### src/rtl/fetch_pkg.sv
// Shared types for the fetch path: widths, FSM encoding and buffer entry layout.
package fetch_pkg;
  localparam int XLEN        = 32;
  localparam int INSTR_BYTES = 4;

  typedef enum logic [1:0] {
    ST_IDLE  = 2'd0,
    ST_RUN   = 2'd1,
    ST_STALL = 2'd2,
    ST_HALT  = 2'd3
  } fetch_state_e;

  typedef struct packed {
    logic [XLEN-1:0] pc;
    logic [XLEN-1:0] instr;
  } fetch_entry_t;

  function automatic logic [XLEN-1:0] align_pc(input logic [XLEN-1:0] addr);
    return {addr[XLEN-1:2], 2'b00};
  endfunction
endpackage

### src/rtl/fetch_buffer.sv
// Instruction buffer: DEPTH-entry synchronous FIFO of {pc, instr} with flush.
module fetch_buffer
  import fetch_pkg::*;
#(
  parameter int DEPTH = 4
) (
  input  logic                       i_clk,
  input  logic                       i_rst_n,
  input  logic                       i_push,
  input  fetch_entry_t               i_push_data,
  input  logic                       i_pop,
  input  logic                       i_flush,
  output fetch_entry_t               o_head,
  output logic [$clog2(DEPTH):0]     o_count,
  output logic                       o_full,
  output logic                       o_empty
);
  localparam int AW = $clog2(DEPTH);
  localparam int CW = AW + 1;

  fetch_entry_t      r_mem [DEPTH];
  logic [AW-1:0]     r_wr_ptr;
  logic [AW-1:0]     r_rd_ptr;
  logic [CW-1:0]     r_count;
  logic              w_do_push;
  logic              w_do_pop;

  assign o_empty   = (r_count == '0);
  assign o_full    = (r_count == CW'(DEPTH));
  assign w_do_push = i_push && !i_flush;
  assign w_do_pop  = i_pop && !o_empty && !i_flush;

  always_ff @(posedge i_clk or negedge i_rst_n) begin
    if (!i_rst_n) begin
      r_wr_ptr <= '0;
      r_rd_ptr <= '0;
      r_count  <= '0;
    end else if (i_flush) begin
      r_wr_ptr <= '0;
      r_rd_ptr <= '0;
      r_count  <= '0;
    end else begin
      assert (!(w_do_push && !w_do_pop && o_full))
        else $error("fetch_buffer overflow");
      if (w_do_push) r_wr_ptr <= r_wr_ptr + AW'(1);
      if (w_do_pop)  r_rd_ptr <= r_rd_ptr + AW'(1);
      r_count <= r_count + CW'(w_do_push) - CW'(w_do_pop);
    end
  end

  // Storage needs no reset: the head is masked to zero whenever the buffer is empty.
  always_ff @(posedge i_clk) begin
    if (w_do_push) r_mem[r_wr_ptr] <= i_push_data;
  end

  assign o_head  = o_empty ? '0 : r_mem[r_rd_ptr];
  assign o_count = r_count;
endmodule

### src/rtl/fetch_ctrl.sv
// Fetch sequencer: owns the PC, issues imem reads against buffer credit, handles redirect/halt.
// States: IDLE first cycle after reset | RUN issuing | STALL out of credit | HALT halt held
module fetch_ctrl
  import fetch_pkg::*;
#(
  parameter logic [31:0] RESET_PC = 32'h0000_0000,
  parameter int          DEPTH    = 4
) (
  input  logic        clk,
  input  logic        reset,
  input  logic        redirect_valid,
  input  logic [31:0] redirect_pc,
  input  logic        halt,
  output logic        imem_req,
  output logic [31:0] imem_addr,
  input  logic [31:0] imem_rdata,
  output logic        instr_valid,
  output logic [31:0] instr_code,
  output logic [31:0] instr_pc,
  input  logic        instr_ready,
  output logic [1:0]  state_o
);
  localparam int CW = $clog2(DEPTH) + 1;

  fetch_state_e    r_state;
  fetch_state_e    w_state_nxt;
  logic [XLEN-1:0] r_pc;
  logic [XLEN-1:0] r_inflight_pc;
  logic            r_inflight;
  logic            w_req;
  logic            w_has_credit;
  logic            w_pop;
  logic            w_buf_full;
  logic            w_buf_empty;
  logic [CW-1:0]   w_count;
  fetch_entry_t    w_head;
  fetch_entry_t    w_push_data;

  // Credit uses registered occupancy only; a same-cycle pop does not free a slot.
  assign w_has_credit = !w_buf_full && ((w_count + CW'(r_inflight)) < CW'(DEPTH));

  always_ff @(posedge clk or negedge reset) begin
    if (!reset) r_state <= ST_IDLE;
    else        r_state <= w_state_nxt;
  end

  always_comb begin
    w_state_nxt = r_state;
    if (r_state == ST_IDLE) begin
      w_state_nxt = ST_RUN;
    end else if (halt) begin
      w_state_nxt = ST_HALT;
    end else if (redirect_valid) begin
      w_state_nxt = ST_RUN;
    end else begin
      case (r_state)
        ST_RUN:   w_state_nxt = w_has_credit ? ST_RUN : ST_STALL;
        ST_STALL: w_state_nxt = w_has_credit ? ST_RUN : ST_STALL;
        ST_HALT:  w_state_nxt = ST_RUN;
        default:  w_state_nxt = ST_IDLE;
      endcase
    end
  end

  always_comb begin
    w_req = (r_state == ST_RUN) && w_has_credit && !halt && !redirect_valid;
  end

  always_ff @(posedge clk or negedge reset) begin
    if (!reset) begin
      r_pc          <= RESET_PC;
      r_inflight    <= 1'b0;
      r_inflight_pc <= '0;
    end else begin
      r_inflight <= w_req;
      if (w_req) r_inflight_pc <= r_pc;
      if (redirect_valid) r_pc <= align_pc(redirect_pc);
      else if (w_req)     r_pc <= r_pc + XLEN'(INSTR_BYTES);
    end
  end

  assign w_push_data = '{pc: r_inflight_pc, instr: imem_rdata};
  assign w_pop       = !w_buf_empty && instr_ready;

  // Redirect doubles as flush; the buffer drops the in-flight push in that cycle.
  fetch_buffer #(.DEPTH(DEPTH)) u_buf (
    .i_clk       (clk),
    .i_rst_n     (reset),
    .i_push      (r_inflight),
    .i_push_data (w_push_data),
    .i_pop       (w_pop),
    .i_flush     (redirect_valid),
    .o_head      (w_head),
    .o_count     (w_count),
    .o_full      (w_buf_full),
    .o_empty     (w_buf_empty)
  );

  assign imem_req    = w_req;
  assign imem_addr   = r_pc;
  assign instr_valid = !w_buf_empty;
  assign instr_code  = w_head.instr;
  assign instr_pc    = w_head.pc;
  assign state_o     = r_state;
endmodule

### config.mk
export PLATFORM = sky130hd
export DESIGN_NAME = fetch_ctrl
export DESIGN_NICKNAME = d
export VERILOG_FILES = /design/src/rtl/fetch_pkg.sv /design/src/rtl/fetch_buffer.sv /design/src/rtl/fetch_ctrl.sv
export SDC_FILE = /design/constraint.sdc
export NUM_CORES = 1
export LEC_CHECK = 0
export BUFFER_PORTS_ARGS = -buffer_cell sky130_fd_sc_hd__buf_2
export CORE_MARGIN = 3
export CORE_UTILIZATION = 40
export DETAILED_ROUTE_END_ITERATION = 8
export PLACE_DENSITY = 0.66
export RECOVER_POWER = 100
export SLEW_MARGIN = 20
export SYNTH_ARGS = -nofsm -noshare
export SYNTH_HDL_FRONTEND = slang
export SYNTH_HIERARCHICAL = 1
export SYNTH_SLANG_ARGS = --single-unit
### constraint.sdc
create_clock -name clk -period 4.1 [get_ports clk]
set_input_delay 1.23 -clock clk [delete_from_list [all_inputs] [get_ports clk]]
set_output_delay 1.23 -clock clk [all_outputs]
set_load 0.03 [all_outputs]
== Yosys cells after proc, flatten, opt, wreduce, memory -nomap -nowiden ==
Memory sizes are Yosys's and may differ from the RTL's.
Cells that the tools add are included.
W data, S select, Z words.

* Memories kept: 1
* Logic and storage cells: 52
* Bits in registers: 74
* RAM bits: 256
* Bits of input ports: 69
* Output and inout port bits: 100

{| class="wikitable"
|+ Memories
! memory !! words !! bits a word !! rd ports !! clocked after memory_dff !! write ports !! line !! source
|-
| u_buf.r_mem || 4 || 64 || 1 || 0 || 1 || fetch_buffer.sv:21 || <nowiki>fetch_entry_t r_mem [DEPTH];</nowiki>
|}

* Order comparisons: 1
* Multiplexer cells: 15
* Reduce and logical (&&, ||, !) cells: 18
* Equality and inequality tests: 4
* Add/sub/neg operators: 6

{| class="wikitable"
|+ Operators by type and width
! operator !! number
|-
| $mux W32 || 2
|-
| $mux W64 || 1
|-
| $add A32 B3 Y32 const B || 1
|-
| $mux W2 || 8
|-
| $logic_and A1 B1 Y1 || 8
|-
| $add A3 B1 Y3 || 2
|-
| $reduce_bool A2 Y1 || 3
|-
| $add A2 B1 Y2 const B || 2
|-
| $eq A2 B2 Y1 const B || 2
|-
| $logic_not A1 Y1 || 4
|-
| $pmux W2 S2 || 1
|-
| $eq A3 B3 Y1 const B || 1
|-
| $logic_not A3 Y1 || 1
|-
| $lt A3 B3 Y1 const B || 1
|-
| $mux W3 || 1
|-
| $sub A3 B1 Y3 || 1
|-
| $eq A2 B1 Y1 const B || 1
|-
| $logic_not A2 Y1 || 1
|-
| $mux W1 || 2
|-
| $reduce_or A2 Y1 || 1
|}

== Logic depth before layout (Yosys ltp) ==
Gate-level depths: netlist of the first run.

* Depth in word-level cells: 8
* Depth in mapped cells: 13
* Depth with buffers taken out: 12

== By module ==
Netlist of the first run, hierarchy kept.

{| class="wikitable"
|+ Modules (own cells, without submodules)
! module !! area an instance (µm²) !! cells an instance !! times used !! seq. area each (µm²)
|-
| fetch_buffer || 10166.0 || 451 || 1 || 7862.5
|-
| fetch_ctrl || 3354.5 || 325 || 1 || 1576.5
|}

== Worst setup path after synthesis of the first run ==
No wires, ideal clock.

* Kind: input-to-reg
* Start point: input port redirect_valid
* End point: memory u_buf/r_mem[0][0] (netlist bit) (enable)
* Library setup time: 0.429 ns
* Cell stages on the path: 3
* Buffers on the path: 1
* Arrival time: 3.169 ns
* Setup slack: 0.503 ns
* Path through: clkbuf_1 -> nor2b_1 -> and2_1

* Longest elaborated chain between the ends: 4

{| class="wikitable"
|+ RTL lines
! element !! line !! source
|-
| start, declared || fetch_ctrl.sv:11 || <nowiki>input logic redirect_valid,</nowiki>
|-
| $logic_not A1 Y1 || fetch_buffer.sv:30 || <nowiki>assign w_do_push = i_push && !i_flush;</nowiki>
|-
| $logic_and A1 B1 Y1 || fetch_buffer.sv:30 ||
|-
| $mux W1 || fetch_buffer.sv:53 || <nowiki>if (w_do_push) r_mem[r_wr_ptr] <= i_push_data;</nowiki>
|-
| $mux W1 (implied by the code) || fetch_buffer.sv:53 ||
|-
| end, declared || fetch_buffer.sv:21 ||
|}

Every way passes these cells.

== Worst setup path in the final report of the first run ==
* Start point: register u_buf.r_rd_ptr[0]
* End point: output port instr_code[22]

* Longest elaborated chain between the ends: 2

{| class="wikitable"
|+ RTL lines
! element !! line !! source
|-
| start, declared || fetch_buffer.sv:23 || <nowiki>logic [AW-1:0] r_rd_ptr;</nowiki>
|-
| start signal, assigned || fetch_buffer.sv:46 || <nowiki>if (w_do_pop) r_rd_ptr <= r_rd_ptr + AW'(1);</nowiki>
|-
| $mem_v2 Z4 W64 || - ||
|-
| $mux W64 || fetch_buffer.sv:56 || <nowiki>assign o_head = o_empty ? '0 : r_mem[r_rd_ptr];</nowiki>
|-
| end, declared || fetch_ctrl.sv:18 || <nowiki>output logic [31:0] instr_code,</nowiki>
|}

Every way passes these cells.

==> impl_metrics.json, run 1 <==
{
  "p_switching_mw": 1.70,
  "maxCapViolCount": 4,
  "drive_gt1_frac": 0.215,
  "syn_to_final_growth_pct": 16.9,
  "pwr-share-comb": 0.065,
  "worst_pin_slew_ps": 1800,
  "grt_setup_unrepaired": "false",
  "clock_sinks": 326,
  "pre_cts_ws_ps": 609,
  "fp.dieArea_mm2": 0.0360,
  "ant_nets": 0,
  "crit_slowest_cell": "dfrtp_4",
  "synthArstFlopShare": 0.215,
  "worstSetupStartpointType": "flip-flop",
  "hold_buffers": 0,
  "synth_edf_count": 256,
  "drt-vias-per-instance": 5.29,
  "grt_pass1_wl_um": 45900,
  "crit_arrival_ps": 2560,
  "port_buffers": 164,
  "cp_max_fo": 28,
  "cts-htree-levels": 2,
  "fmaxAchievable_ghz": 0.264,
  "required_ps": 2870,
  "postSynthAreaPerCell_um2": 17.4,
  "n_antenna_cell": 0,
  "ys_dominant_reg_cell": "edfxtp_1",
  "drtIter0Drc": 458,
  "clkSlewWorstSetupHoldPaths_ps": 50,
  "finalSetupViolations": 0,
  "syn_inst": 776,
  "syn_area_mm2": 0.0135,
  "yosys_warnings": 6,
  "finalHoldViolations": 0,
  "endpoint_kind": "primary output",
  "finalCriticalPeriod_ps": 3790,
  "finalCritPeriodShare": 0.925,
  "power.total_mw": 7.48,
  "cts_max_path_buffers": 3,
  "synth_common_cells": "edfxtp_1 (256), dfrtp_1 (70), and2_1 (69)",
  "ir_worst_vdd_mv": 0.267,
  "total_leakage_power_nw": 5.25,
  "postPlaceCellArea_mm2": 0.0149,
  "whs_ps": 513,
  "cts_root_buf": "clkbuf_16",
  "synth.yosys.seq_area_share": 0.698,
  "place.gp.congestion": 0.840,
  "final.setup.tns_ps": 0,
  "drc": 0,
  "setup_slack_ps": 307,
  "fin_skew_ps": 17.8,
  "die_w_um": 190,
  "num-nets-final": 1048,
  "start_util": 0.410,
  "vias": 7580,
  "synth-seq-cells": 326,
  "overflow": 0,
  "io_pins": 169,
  "finish.utilization": 0.480,
  "insertion_delay_ps": 510,
  "finalNonFillerCells": 1433,
  "status": "finished with violations",
  "cts_tree": "done",
  "swShare": 0.227,
  "track_usage": 0.163,
  "holdCritPathClass": "reg -> reg",
  "p_seq_frac": 0.531,
  "grt_max_degree": 44,
  "core-area_mm2": 0.0329,
  "violations": "capacitance limit, slew limit",
  "synth_cell_type_count": 62,
  "relSlewSlack": -0.200,
  "place_inst": 1372,
  "grt_pass1_vias": 7915,
  "die_h_um": 190,
  "cts_buffers": 36,
  "num_rows": 66,
  "slowest_delay_ps": 810,
  "drt_first_pass_iters": 5,
  "dp_hpwl_um": 18800,
  "maxSlewViolCount": 94,
  "synth_most_common_cell": "edfxtp_1",
  "p_per_area_mw_per_mm2": 474,
  "netlist.area_leader.share": 0.569,
  "post_cts_buffers": 0,
  "routed_wl_um": 29000,
  "clockPowerShare": 0.404,
  "wl_per_cell_um": 20.2,
  "worstSetupPathType": "reg -> out",
  "worstPathCellList": "buf_12 -> mux4_2 -> and2_1 -> clkbuf_1",
  "antenna_found_initial": 0,
  "ys_top_cells_by_area": "edfxtp_1 (57%), dfrtp_1 (13%), mux4_2 (11%)",
  "cts_resized": 0,
  "power.internal_mw": 5.78,
  "postLayoutCellArea_mm2": 0.0158,
  "yosysTopAreaCell": "edfxtp_1"
}
## path summary, 6_finish.rpt
check / from / end / slack (ps) / cells after the start
min in group asynchronous: reset / imem_addr[7] / 1170 / 1
min: r_inflight_pc[25] / u_buf/r_mem[0][57] / 510 / 0
max reg2reg: u_buf/o_count[1] / r_inflight_pc[17] / 690 / 5
min reg2reg: r_inflight_pc[25] / u_buf/r_mem[0][57] / 510 / 0
max: u_buf/r_rd_ptr[0] / instr_code[22] / 310 / 4
max in group asynchronous: reset / imem_addr[28] / 1250 / 2
## placed cells by master, fill, tap and decap left out, drive strengths merged, types with 3 or more instances in the layout
cell type / instances
edfxtp: 256
clkbuf: 187
dfrtp: 70
and2: 69
mux4: 64
buf: 49
nor2: 33
mux2: 32
a31oi: 19
nand2: 17
o31ai: 16
inv: 16
nand3: 15
or4: 15
o21ai: 14
nand4: 13
nor2b: 11
ha: 10
conb: 10
or3: 7
clkinv: 7
nor4: 5
and3: 5
and4: 4
o211ai: 3
nor3b: 3
nand4b: 3
nor3: 3
xnor2: 3
## state kept, by name, indices dropped and copies added (netlist names)
signal          cells
imem_addr          30
r_inflight          1
r_inflight_pc      30
state_o             2
u_buf/o_count       3
u_buf/r_mem       256
u_buf/r_rd_ptr      2
u_buf/r_wr_ptr      2
## power by group through the flow
stage                     clock [mW]  combinational [mW]  sequential (mW)
final                           3.02               0.487             3.98
after global routing            3.25               0.535             4.01
after CTS                       3.11               0.517             3.98
after detailed placement           0               0.515             4.04
after global placement             0               0.506             4.03
after floorplan                    0               0.284             4.02
## critical path, delay by kind of cell, from the launching register on
family,cells,cell delay [ps]
AND/OR/NAND/NOR,1,180
multiplexers,1,530
flip-flops,1,810
buffers and inverters,2,520
## cells by family (layout without fill, tap and decap cells)
logic type	Yosys count	count (layout)	share of synthesized area
other cells	1	10	0.000277
fa+ha+maj	11	11	0.0107
mux	98	98	0.135
buf+inv	57	263	0.0252
compound gates	70	70	0.0363
simple gates	208	208	0.0904
xor+xnor	5	5	0.00426
flops	326	326	0.698
## layer usage
metal,vias to the layer above,track usage,part of all wire
met5,-,0,0
met4,0,0.0438,0.017
met3,38,0.0345,0.067
met2,244,0.260,0.48
met1,3842,0.229,0.44
li1,3456,-,-
## final cells by class
type | instances | area (um^2)
Fill cell | 2865 | 17100
Clock inverter | 12 | 114
Sequential cell | 326 | 9450
Tap cell | 442 | 553
Multi-Input combinational cell | 402 | 3780
Clock buffer | 49 | 991
Inverter | 15 | 56.3
Timing Repair Buffer | 187 | 858
No activity file was read; power rests on OpenSTA's default activity.
==> run 2, diff against run 1 <==
--- a/config.mk
+++ b/config.mk
@@ -11,8 +11,8 @@
 export DETAILED_ROUTE_END_ITERATION = 8
 export PLACE_DENSITY = 0.66
 export RECOVER_POWER = 100
+export REMOVE_ABC_BUFFERS = 1
 export SLEW_MARGIN = 20
 export SYNTH_ARGS = -nofsm -noshare
 export SYNTH_HDL_FRONTEND = slang
-export SYNTH_HIERARCHICAL = 1
 export SYNTH_SLANG_ARGS = --single-unit
==> run 2 against run 1 <==
  * The run still ends with capacitance limit, slew limit left
  * Via count decreased by 8.4%
  * Clock power about the same
  * Fmax is 1.3% lower
  * Non-clock buffer count down 1
  * Highest routed layer unchanged
  * Largest power group unchanged
  * Largest cell class unchanged
  * Sequential power up 7.0%
  * Wire length fell by 6.0%
  * Hold slack better by 0.97 ps
==> impl_metrics.json, run 2 <==
{
  "clock_sinks": 318,
  "ant_nets": 0,
  "synth_most_common_cell": "edfxtp_1",
  "drive_gt1_frac": 0.260,
  "maxCapViolCount": 5,
  "synth.yosys.seq_area_share": 0.710,
  "syn_area_mm2": 0.0130,
  "clockPowerShare": 0.316,
  "synthArstFlopShare": 0.220,
  "fp.dieArea_mm2": 0.0346,
  "core-area_mm2": 0.0317,
  "num-nets-final": 992,
  "largest_register_ffs": 248,
  "cp_max_fo": 33,
  "drtIter0Drc": 460,
  "maxSlewViolCount": 170,
  "slowest_delay_ps": 650,
  "fmaxAchievable_ghz": 0.260,
  "overflow": 0,
  "drt_first_pass_iters": 4,
  "worstSetupStartpointType": "flip-flop",
  "antenna_found_initial": 0,
  "grt_pass1_vias": 7068,
  "fin_skew_ps": 13.6,
  "ir_worst_vdd_mv": 0.332,
  "syn_inst": 726,
  "crit_arrival_ps": 2610,
  "postPlaceCellArea_mm2": 0.0144,
  "drt-vias-per-instance": 5.18,
  "final_cell_mix": "edfxtp_1 (248), clkbuf_1 (108), dfrtp_1 (68), mux4_2 (62), and2_1 (58)",
  "yosys_warnings": 0,
  "cts_root_buf": "clkbuf_16",
  "required_ps": 2870,
  "grt_max_degree": 71,
  "clkSlewWorstSetupHoldPaths_ps": 60,
  "cts_resized": 0,
  "status": "finished with violations",
  "final_common_cell": "edfxtp_1",
  "die_w_um": 186,
  "relSlewSlack": -0.277,
  "grt_pass1_wl_um": 41900,
  "num_rows": 65,
  "vias": 6945,
  "postLayoutCellArea_mm2": 0.0153,
  "regArea_mm2": 0.00921,
  "pre_cts_ws_ps": 556,
  "regMostFlops": "u_buf.r_mem",
  "fillers": 2738,
  "ys_dominant_reg_cell": "edfxtp_1",
  "total_leakage_power_nw": 5.28,
  "netlist.area_leader.share": 0.575,
  "io_pins": 169,
  "whs_ps": 514,
  "die_h_um": 186,
  "finalCriticalPeriod_ps": 3840,
  "insertion_delay_ps": 500,
  "final.setup.tns_ps": 0,
  "wl_per_cell_um": 20.3,
  "place.gp.congestion": 0.753,
  "hold_buffers": 0,
  "syn_to_final_growth_pct": 18.1,
  "crit_slowest_cell": "or3_2",
  "swShare": 0.316,
  "setup_slack_ps": 258,
  "finalHoldViolations": 0,
  "post_cts_buffers": 0,
  "synth_edf_count": 248,
  "synth_common_cells": "edfxtp_1 (248), dfrtp_1 (70), and2_1 (69)",
  "power.total_mw": 9.64,
  "cts-htree-levels": 2,
  "worstSetupPathType": "reg -> out",
  "ys_top_cells_by_area": "edfxtp_1 (57%), dfrtp_1 (14%), mux4_2 (11%)",
  "p_switching_mw": 3.04,
  "finalSetupViolations": 0,
  "p_per_area_mw_per_mm2": 630,
  "yosysTopAreaCell": "edfxtp_1",
  "cts_max_path_buffers": 3,
  "multi_input_area_mm2": 0.00351,
  "track_usage": 0.160,
  "dp_hpwl_um": 17700,
  "synth_cell_type_count": 42,
  "holdCritPathClass": "reg -> reg",
  "p_seq_frac": 0.442,
  "finalCritPeriodShare": 0.937,
  "cts_tree": "done",
  "power.internal_mw": 6.60,
  "drc": 0,
  "port_buffers": 162,
  "postSynthAreaPerCell_um2": 17.8,
  "grt_setup_unrepaired": "false",
  "start_util": 0.408,
  "worst_pin_slew_ps": 1920,
  "worstPathCellList": "or3_2 -> clkbuf_2 -> and2_1 -> clkbuf_1",
  "cts_buffers": 35,
  "endpoint_kind": "primary output",
  "violations": "capacitance limit, slew limit",
  "routed_wl_um": 27200,
  "n_antenna_cell": 0,
  "synth-seq-cells": 318,
  "pwr-share-comb": 0.242
}
-- run 2: worst max-delay path: cells and delay by family (launching register included) --
kind	cells	cell delay, ps
flip-flops	1	550
buffers and inverters	2	730
AND/OR/NAND/NOR	2	830
-- run 2: final cells by class --
class	instances	area share
multi-input combinational	358	0.230
sequential	318	0.602
inverter	13	0.00319
timing repair buffer	186	0.0583
clock inverter	20	0.0102
tap	402	0.0329
clock buffer	43	0.0640
-- run 2: path summary, 6_finish.rpt --
kind,depth (start not counted),slack [ps],startpoint,end
setup / recovery,4,260,u_buf.o_count[2],instr_code[1]
hold / removal,0,510,r_inflight_pc[8],u_buf.r_mem[0][40]
setup reg to reg,6,590,u_buf.o_count[1],r_inflight_pc[16]
hold reg to reg,0,510,r_inflight_pc[8],u_buf.r_mem[0][40]
max in group asynchronous,1,1510,reset,u_buf.r_rd_ptr[1]
min in group asynchronous,1,1240,reset,imem_addr[23]
-- run 2: power by group through the flow --
stage	Clock, mW	Sequential, mW	Combinational (mW)
floorplan	0	4.31	1.59
global placement	0	4.30	2.44
detailed placement	0	4.33	2.46
CTS	3.13	4.26	2.46
global route	3.26	4.32	2.54
finish	3.04	4.26	2.34
-- run 2: per-stage QoR --
step | std cells | util
after CTS | 1340 | 0.489
after global routing | 1340 | 0.482
final | 1340 | 0.482
after floorplan | 689 | -
after detailed placement | 1277 | 0.453
after global placement | 1277 | 0.453
-- run 2: routing by layer --
metal	track usage	wire [um]	vias up
met5	0	0	-
met3	0.0287	1320	38
li1	-	-	3155
met4	0.0429	566	0
met2	0.260	12900	201
met1	0.224	12400	3551
-- run 2: logic make-up after synthesis --
family	count (synthesis)	synth area share
AOI/OAI and AO/OA	32	0.0130
xor gates and xnor gates	35	0.0251
adders and majority gates	11	0.0112
buffers and inverters	53	0.0194
DFF	318	0.710
muxes	95	0.136
other	1	0.000290
and+or+nand+nor	181	0.0845
==> run 3, diff against run 2 <==
--- a/config.mk
+++ b/config.mk
@@ -15,4 +15,5 @@
 export SLEW_MARGIN = 20
 export SYNTH_ARGS = -nofsm -noshare
 export SYNTH_HDL_FRONTEND = slang
+export SYNTH_HIERARCHICAL = 1
 export SYNTH_SLANG_ARGS = --single-unit
==> run 3 against run 2 <==
  * The run still ends with capacitance limit, slew limit left
  * Power is 22% lower
  * Non-clock buffer count is 3 lower
  * Sequential power is 7.0% lower
  * Clock-buffer cell count is 8 higher
  * First-iteration DRC count is 43% higher
  * Final cell count is 6.9% higher
  * Die area is 4.2% higher
  * Hold slack worse by 5.8 ps
  * Clock power hardly changed
  * Via count is 11% higher
==> impl_metrics.json, run 3 (synthesis gave the netlist of run 1 again) <==
{
  "status": "finished with violations",
  "violations": "capacitance limit, slew limit",
  "regMostFlops": "u_buf/r_mem",
  "die_w_um": 190,
  "grt_pass1_wl_um": 47400,
  "n_antenna_cell": 0,
  "cts_max_path_buffers": 3,
  "p_per_area_mw_per_mm2": 475,
  "grt_pass1_vias": 7905,
  "overflow": 0,
  "total_leakage_power_nw": 5.33,
  "cts_resized": 0,
  "finalCriticalPeriod_ps": 3850,
  "rrSetupSlack_ps": 780,
  "ir_worst_vdd_mv": 0.278,
  "vias": 7736,
  "wl_per_cell_um": 21.2,
  "p_switching_mw": 1.73,
  "fillers": 2895,
  "fmaxAchievable_ghz": 0.260,
  "min_to": "u_buf/r_mem[2][51]",
  "finish.utilization": 0.481,
  "hold_buffers": 0,
  "maxSlewViolCount": 195,
  "num-nets-final": 1044,
  "post_cts_buffers": 0,
  "relSlewSlack": -0.518,
  "postLayoutCellArea_mm2": 0.0159,
  "endpoint_kind": "primary output",
  "place.gp.congestion": 0.898,
  "clock_sinks": 326,
  "die_h_um": 190,
  "pwr-share-comb": 0.067,
  "track_usage": 0.170,
  "fin_skew_ps": 8.44,
  "crit_arrival_ps": 2620,
  "io_pins": 169,
  "hold_depth": 0,
  "antenna_found_initial": 0,
  "swShare": 0.230,
  "largest_register_ffs": 256,
  "syn_to_final_growth_pct": 17.2,
  "insertion_delay_ps": 510,
  "start_util": 0.410,
  "finalSetupViolations": 0,
  "fp.dieArea_mm2": 0.0360,
  "cp_max_fo": 25,
  "port_buffers": 164,
  "worst_pin_slew_ps": 2280,
  "drtIter0Drc": 660,
  "reg2regPathDepth": 3,
  "clkSlewWorstSetupHoldPaths_ps": 60,
  "finalHoldViolations": 0,
  "final_cell_mix": "edfxtp_1 (256), clkbuf_1 (120), dfrtp_1 (68), and2_1 (66), mux4_2 (64)",
  "cts_buffers": 36,
  "cts_root_buf": "clkbuf_16",
  "drt_first_pass_iters": 5,
  "required_ps": 2870,
  "clockPowerShare": 0.408,
  "r2r_end": "u_buf/r_mem[2][1]",
  "p_seq_frac": 0.526,
  "drive_gt1_frac": 0.233,
  "routed_wl_um": 30400,
  "grt_setup_unrepaired": "false",
  "dp_hpwl_um": 19000,
  "holdCritStartpoint": "r_inflight_pc[19]",
  "drc": 0,
  "grt_max_degree": 71,
  "final_common_cell": "edfxtp_1",
  "power.internal_mw": 5.80,
  "holdCritPathClass": "reg -> reg",
  "ant_nets": 0,
  "core-area_mm2": 0.0329,
  "cts-htree-levels": 2,
  "drt-vias-per-instance": 5.40,
  "finalCritPeriodShare": 0.939,
  "worstSetupStartpointType": "flip-flop",
  "worstSetupPathType": "reg -> out",
  "postPlaceCellArea_mm2": 0.0149,
  "maxCapViolCount": 6,
  "timing.rr.start": "r_inflight",
  "num_rows": 66,
  "cts_tree": "done"
}
-- run 3: through the flow --
stage	power, mW	hold WS [ps]	TNS (ps)	cells	setup slack [ps]
detailed placement	4.55	505	0	1368	582
global route	7.83	535	0	1432	80.9
CTS	7.63	512	0	1432	236
finish	7.53	508	0	1432	250
global placement	4.53	489	0	1368	582
floorplan	4.29	472	-40980	743	-632
-- run 3: worst max-delay path by stage --
stage	start	end
6_report	u_buf/r_rd_ptr[0]	instr_pc[11]
5_1_grt	u_buf/o_count[1]	instr_pc[2]
4_1_cts	u_buf/r_rd_ptr[0]	instr_pc[13]
3_5_place_dp	redirect_valid	imem_req
3_3_place_gp	redirect_valid	imem_req
2_1_floorplan	u_buf/r_rd_ptr[0]	instr_code[0]
-- run 3: area by class of cell --
class	count	area [um^2]	share of cell area
clock buffers	51	998	0.0630
repair buffers	183	898	0.0567
well taps	442	553	0.0349
inverters	15	56.3	0.00355
flip-flops and latches	326	9450	0.596
clock inverters	13	124	0.00781
multi-input cells	402	3770	0.238
-- run 3: worst max-delay path: stages (launching register included) --
cell	delay (ps)
dfrtp_4	790
clkbuf_2	390
mux4_2	530
and2_1	200
clkbuf_2	190
-- run 3: per-layer routing --
metal | wire, um | share of wire | up-vias | global-route usage
li1 | - | - | 3455 | -
met1 | 13300 | 0.44 | 3948 | 0.244
met2 | 14300 | 0.47 | 291 | 0.271
met3 | 2260 | 0.074 | 42 | 0.0363
met4 | 498 | 0.016 | 0 | 0.0387
met5 | 0 | 0 | - | 0
-- run 3: power by group through the flow --
stage / registers [mW] / clock network (mW) / logic [mW]
2_1_floorplan: 4.02 / 0 / 0.267
3_3_place_gp: 4.01 / 0 / 0.515
3_5_place_dp: 4.03 / 0 / 0.525
4_1_cts: 3.96 / 3.14 / 0.526
5_1_grt: 3.99 / 3.30 / 0.547
6_report: 3.96 / 3.07 / 0.501
